**src/rtl/bp_pe_array.sv**
```systemverilog
// Pipelined array of independent min-sum butterfly cells for LLR messages.
// Two register stages: S/G and clipped inputs, then the four output messages.
module bp_pe_array #(
    parameter int unsigned BIT   = 8,
    parameter int unsigned LANES = 4
) (
    input  logic                   clk,
    input  logic                   rst_n,
    input  logic                   en,
    input  logic                   in_valid,
    input  logic [1:0]             scale_mode,
    input  logic                   clr_sat,
    input  logic [LANES*BIT-1:0]   R_IN1,
    input  logic [LANES*BIT-1:0]   R_IN2,
    input  logic [LANES*BIT-1:0]   L_IN1,
    input  logic [LANES*BIT-1:0]   L_IN2,
    output logic [LANES*BIT-1:0]   R_OUT1,
    output logic [LANES*BIT-1:0]   R_OUT2,
    output logic [LANES*BIT-1:0]   L_OUT1,
    output logic [LANES*BIT-1:0]   L_OUT2,
    output logic                   out_valid,
    output logic [LANES-1:0]       sat_flag
);

    typedef logic [BIT-1:0] msg_t;

    localparam msg_t MinNeg = {1'b1, {(BIT-1){1'b0}}};
    localparam logic signed [BIT:0] MaxPos = {2'b00, {(BIT-1){1'b1}}};
    localparam logic signed [BIT:0] MaxNeg = -MaxPos;

    // The most negative code is folded onto -(2^(BIT-1)-1) so magnitudes fit in BIT-1 bits.
    function automatic msg_t clip(input msg_t x);
        return (x == MinNeg) ? x + msg_t'(1) : x;
    endfunction

    function automatic logic signed [BIT:0] add(input msg_t a, input msg_t b);
        return $signed({a[BIT-1], a}) + $signed({b[BIT-1], b});
    endfunction

    function automatic logic ovf(input logic signed [BIT:0] x);
        return (x > MaxPos) || (x < MaxNeg);
    endfunction

    function automatic msg_t sat(input logic signed [BIT:0] x);
        msg_t r;
        if (x > MaxPos)      r = MaxPos[BIT-1:0];
        else if (x < MaxNeg) r = MaxNeg[BIT-1:0];
        else                 r = x[BIT-1:0];
        return r;
    endfunction

    function automatic msg_t scale(input msg_t m, input logic [1:0] mode);
        msg_t r;
        case (mode)
            2'b01:   r = m - (m >> 2);
            2'b10:   r = m >> 1;
            2'b11:   r = m - (m >> 3);
            default: r = m;
        endcase
        return r;
    endfunction

    function automatic msg_t gfun(input msg_t a, input msg_t b, input logic [1:0] mode);
        msg_t ma, mb, m;
        ma = a[BIT-1] ? -a : a;
        mb = b[BIT-1] ? -b : b;
        m  = scale((ma < mb) ? ma : mb, mode);
        return (a[BIT-1] ^ b[BIT-1]) ? -m : m;
    endfunction

    msg_t [LANES-1:0] l1_c, l2_c, r1_c, r2_c, s_d, g_d;
    logic [LANES-1:0] ssat_d;

    msg_t [LANES-1:0] s_q, g_q, l1_q, r1_q, l2_q, r2_q;
    logic [LANES-1:0] ssat_q;
    logic [1:0]       mode_q;
    logic             v1_q;

    msg_t [LANES-1:0] lo1_d, lo2_d, ro1_d, ro2_d;
    logic [LANES-1:0] osat_d;
    logic [LANES-1:0] sat_d;

    always_comb begin
        l1_c   = '0;
        l2_c   = '0;
        r1_c   = '0;
        r2_c   = '0;
        s_d    = '0;
        g_d    = '0;
        ssat_d = '0;
        for (int k = 0; k < LANES; k++) begin
            l1_c[k]   = clip(L_IN1[k*BIT +: BIT]);
            l2_c[k]   = clip(L_IN2[k*BIT +: BIT]);
            r1_c[k]   = clip(R_IN1[k*BIT +: BIT]);
            r2_c[k]   = clip(R_IN2[k*BIT +: BIT]);
            s_d[k]    = sat(add(l2_c[k], r2_c[k]));
            ssat_d[k] = ovf(add(l2_c[k], r2_c[k]));
            g_d[k]    = gfun(r1_c[k], l1_c[k], scale_mode);
        end
    end

    // Stage 2 reuses the stage-1 mode sample so one transaction never mixes modes.
    always_comb begin
        lo1_d  = '0;
        lo2_d  = '0;
        ro1_d  = '0;
        ro2_d  = '0;
        osat_d = '0;
        for (int k = 0; k < LANES; k++) begin
            lo1_d[k]  = gfun(l1_q[k], s_q[k], mode_q);
            ro1_d[k]  = gfun(r1_q[k], s_q[k], mode_q);
            lo2_d[k]  = sat(add(g_q[k], l2_q[k]));
            ro2_d[k]  = sat(add(g_q[k], r2_q[k]));
            osat_d[k] = ovf(add(g_q[k], l2_q[k])) | ovf(add(g_q[k], r2_q[k]));
        end
        sat_d = (clr_sat ? '0 : sat_flag) | ({LANES{v1_q}} & (ssat_q | osat_d));
    end

    always_ff @(posedge clk) begin
        if (!rst_n) begin
            s_q       <= '0;
            g_q       <= '0;
            l1_q      <= '0;
            r1_q      <= '0;
            l2_q      <= '0;
            r2_q      <= '0;
            ssat_q    <= '0;
            mode_q    <= '0;
            v1_q      <= 1'b0;
            L_OUT1    <= '0;
            L_OUT2    <= '0;
            R_OUT1    <= '0;
            R_OUT2    <= '0;
            out_valid <= 1'b0;
            sat_flag  <= '0;
        end else if (en) begin
            s_q       <= s_d;
            g_q       <= g_d;
            l1_q      <= l1_c;
            r1_q      <= r1_c;
            l2_q      <= l2_c;
            r2_q      <= r2_c;
            ssat_q    <= ssat_d;
            mode_q    <= scale_mode;
            v1_q      <= in_valid;
            L_OUT1    <= lo1_d;
            L_OUT2    <= lo2_d;
            R_OUT1    <= ro1_d;
            R_OUT2    <= ro2_d;
            out_valid <= v1_q;
            sat_flag  <= sat_d;
        end
    end

endmodule

```
**config.mk**
```make
export PLATFORM = sky130hd
export DESIGN_NAME = bp_pe_array
export DESIGN_NICKNAME = d
export VERILOG_FILES = /design/src/rtl/bp_pe_array.sv
export SDC_FILE = /design/constraint.sdc
export NUM_CORES = 2
export LEC_CHECK = 0
export BUFFER_PORTS_ARGS = -buffer_cell sky130_fd_sc_hd__clkbuf_2
export CORE_ASPECT_RATIO = 0.7
export CORE_MARGIN = 2
export CORE_UTILIZATION = 55
export DETAILED_ROUTE_END_ITERATION = 8
export PLACE_DENSITY = 0.74
export SLEW_MARGIN = 20
export SYNTH_ARGS = -nofsm -noshare
export SYNTH_HDL_FRONTEND = slang
export SYNTH_SLANG_ARGS = --single-unit
```
**constraint.sdc**
```tcl
create_clock -name clk -period 7.95 [get_ports clk]
set_clock_uncertainty 0.15 [all_clocks]
set_input_delay 0.795 -clock clk [delete_from_list [all_inputs] [get_ports clk]]
set_output_delay 0.795 -clock clk [all_outputs]
set_load 0.02 [all_outputs]
```
==> reports/metrics.cfg <==
[outcome]
status=finished clean

[pwr]
leakagePower_uw=0.0158
vdd_drop_max_v=0.000135
power_uw=8620
p_per_area_mw_per_mm2=250

[drt]
drc=0
routed_wl_mm=95.4
vias_per_cell=6.05
wire_per_inst_um=19.6
dr.pass1.iters=6
drtAntennaViolNets=0
dr.first_iter.drc_count=2704
vias=29500

[logic_synthesis]
yosysUniqueCellTypes=116
synth_area_leaders=dfxtp_1, ha_1, mux2i_1
synth_area_leader_cell=dfxtp_1
avgSynthCellArea_um2=7.91
synth-edff-count=0
ys_warn_count=0
yosysMostFrequentCell=nor2_1
yosys_register_bits=332
synth_top_area_share_pct=21.1
synth_common_cells=nor2_1, dfxtp_1, ha_1, inv_1, a21oi_1
syn_inst=3974
synth_ff_type=dfxtp_1
syn_nets=4444
syn_area_mm2=0.0314
async_reset_ff_share_pct=0
synth_seq_area_share_pct=21.1

[setup_path]
cp_slowest_cell=o21ai_0
path_max_fanout=8
cp_data_required_time_ns=8.24
crit_path_end_kind=flip-flop
critPathKind=in -> reg
crit_arrival_ns=7.60
cp_slowest_stage_delay_ns=0.44
cp-start-kind=primary input

[global_route]
grt_antenna_before_repair=2
grt_pass1_vias=26800
grt_pass1_wl_mm=148
track_usage_pct=31.4
grt_max_degree=172
grt_overflow_total=0

[timing]
fin_crit_ns=7.31
holdWs_ns=0.304
fin_crit_sh_pct=91.9
finalHoldViolCount=0
fin_tns_setup_ns=0
slew_headroom_pct=32.5
slew_violations=0
fmax_mhz=137
grt_setup_unrepaired=no
setup_viol=0
worstMarginPinSlew_ns=1.01

[clock_network]
cts_buffers=36
cts_root_buffer=clkbuf_16
cts_setup_buffers=0
ctsLongestPathBuffers=3
clk_pin_slew_worst_paths_ns=0.06
cts_resized=0
cts_tree=built
ctsHoldBuffers=0
numClockSinks=332
clk_latency_ns=0.56
htreeDepth=2

[floorplan]
start_util_pct=55.5
io_pins=268
coreArea_mm2=0.0566
die_w_um=290
die_area_mm2=0.0591
rows=73
die_h_um=204

[layout]
final_area_mm2=0.0344
multiInputGateArea_mm2=0.0228
ff_latch_area_mm2=0.00665
fillers=5066
final_cells=4878
areaGrowthSynthToFinish_pct=9.54
num_antenna_cells=0
fin_nets=4572
drive_gt1_share_pct=11.9

[worst_hold_path]
holdCritPathClass=reg -> reg

[placement]
postPlaceCellArea_mm2=0.0332
dp.cells=4812
port_buffers=267
place.gp.congestion=0.966
place_hpwl_mm=74.0

[flow_run]
maxCapViolations=0

[worst max-delay path: cells and delay by family]
kind            cells  cell delay, ns
simple gates       12            2.36
compound gates     10            2.10
buf+inv             5            0.57
fa+ha+maj           4            0.95
mux                 3            0.82
[cells by family (layout without fill, tap and decap cells)]
group	count (synthesis)	in the layout	synth area share, %
AND/OR/NAND/NOR	1101	1101	16.9
AO/OA/AOI/OAI	1056	1056	21.9
buffers and inverters	525	679	6.30
adder cells (fa/ha/maj)	365	365	14.9
flip-flops	332	332	21.1
multiplexers	301	301	10.6
XOR/XNOR	294	294	8.19
[stage by stage]
step | setup WS (ns) | util (%)
2_1_floorplan | 1.09 | -
3_3_place_gp | 0.479 | 58.6
3_5_place_dp | 0.277 | 58.6
4_1_cts | 0.791 | 60.8
5_1_grt | 0.116 | 60.8
6_report | 0.643 | 60.8
[worst paths after layout]
| path | cells after the start | slack [ns] | end | from |
|---|---|---|---|---|
| setup / recovery | 34 | 0.64 | g_q[31] | R_IN1[24] |
| hold reg to reg | 2 | 0.30 | L_OUT1[20] | L_OUT1[20] |
| setup reg to reg | 24 | 1.53 | R_OUT1[23] | s_q[18] |
| hold / removal | 2 | 0.30 | L_OUT1[20] | L_OUT1[20] |
[layout make-up]
cell class / instances / area share [%]
inverters: 309 / 3.38
flip-flops and latches: 332 / 19.3
well taps: 750 / 2.72
repair buffers: 306 / 4.78
multi-input cells: 3117 / 66.3
clock inverters: 13 / 0.490
clock buffers: 51 / 3.02
[sequential cells by signal (all words and copies together), names as in the netlist]
signal,flops
r2_q,32
out_valid,1
mode_q,2
l2_q,32
ssat_q,4
r1_q,32
R_OUT2,32
L_OUT2,32
v1_q,1
sat_flag,4
l1_q,32
L_OUT1,32
s_q,32
g_q,32
R_OUT1,32
[per-layer routing]
metal | track usage (%) | share of wire, % | routed length [µm] | up-vias
met3 | 5.57 | 8.3 | 7910 | 188
met5 | 0 | 0.028 | 27 | -
met1 | 46.1 | 47 | 45200 | 13700
met4 | 12.6 | 4.0 | 3860 | 4
li1 | - | - | - | 14500
met2 | 45.0 | 40 | 38500 | 1145
[cells in the final DEF (no fill, tap or decap), types with 48 or more instances in the layout]
master / instances
ha_1: 311
dfxtp_1: 331
xor2_1: 130
o21ai_0: 252
a21oi_1: 283
clkbuf_2: 265
nor3_1: 81
nor2_1: 417
mux2i_1: 236
a21o_1: 59
nand2b_1: 51
o21bai_1: 48
xnor2_1: 164
inv_1: 303
nand2_1: 240
a211oi_1: 70
nor2b_1: 67
[report_power, final]
part | internal [µW] | switching (µW)
clock | 1020 | 745
sequential | 1870 | 220
combinational | 1930 | 2830
total | 4820 | 3800
Note: power is estimated with default switching activity, not from simulation.
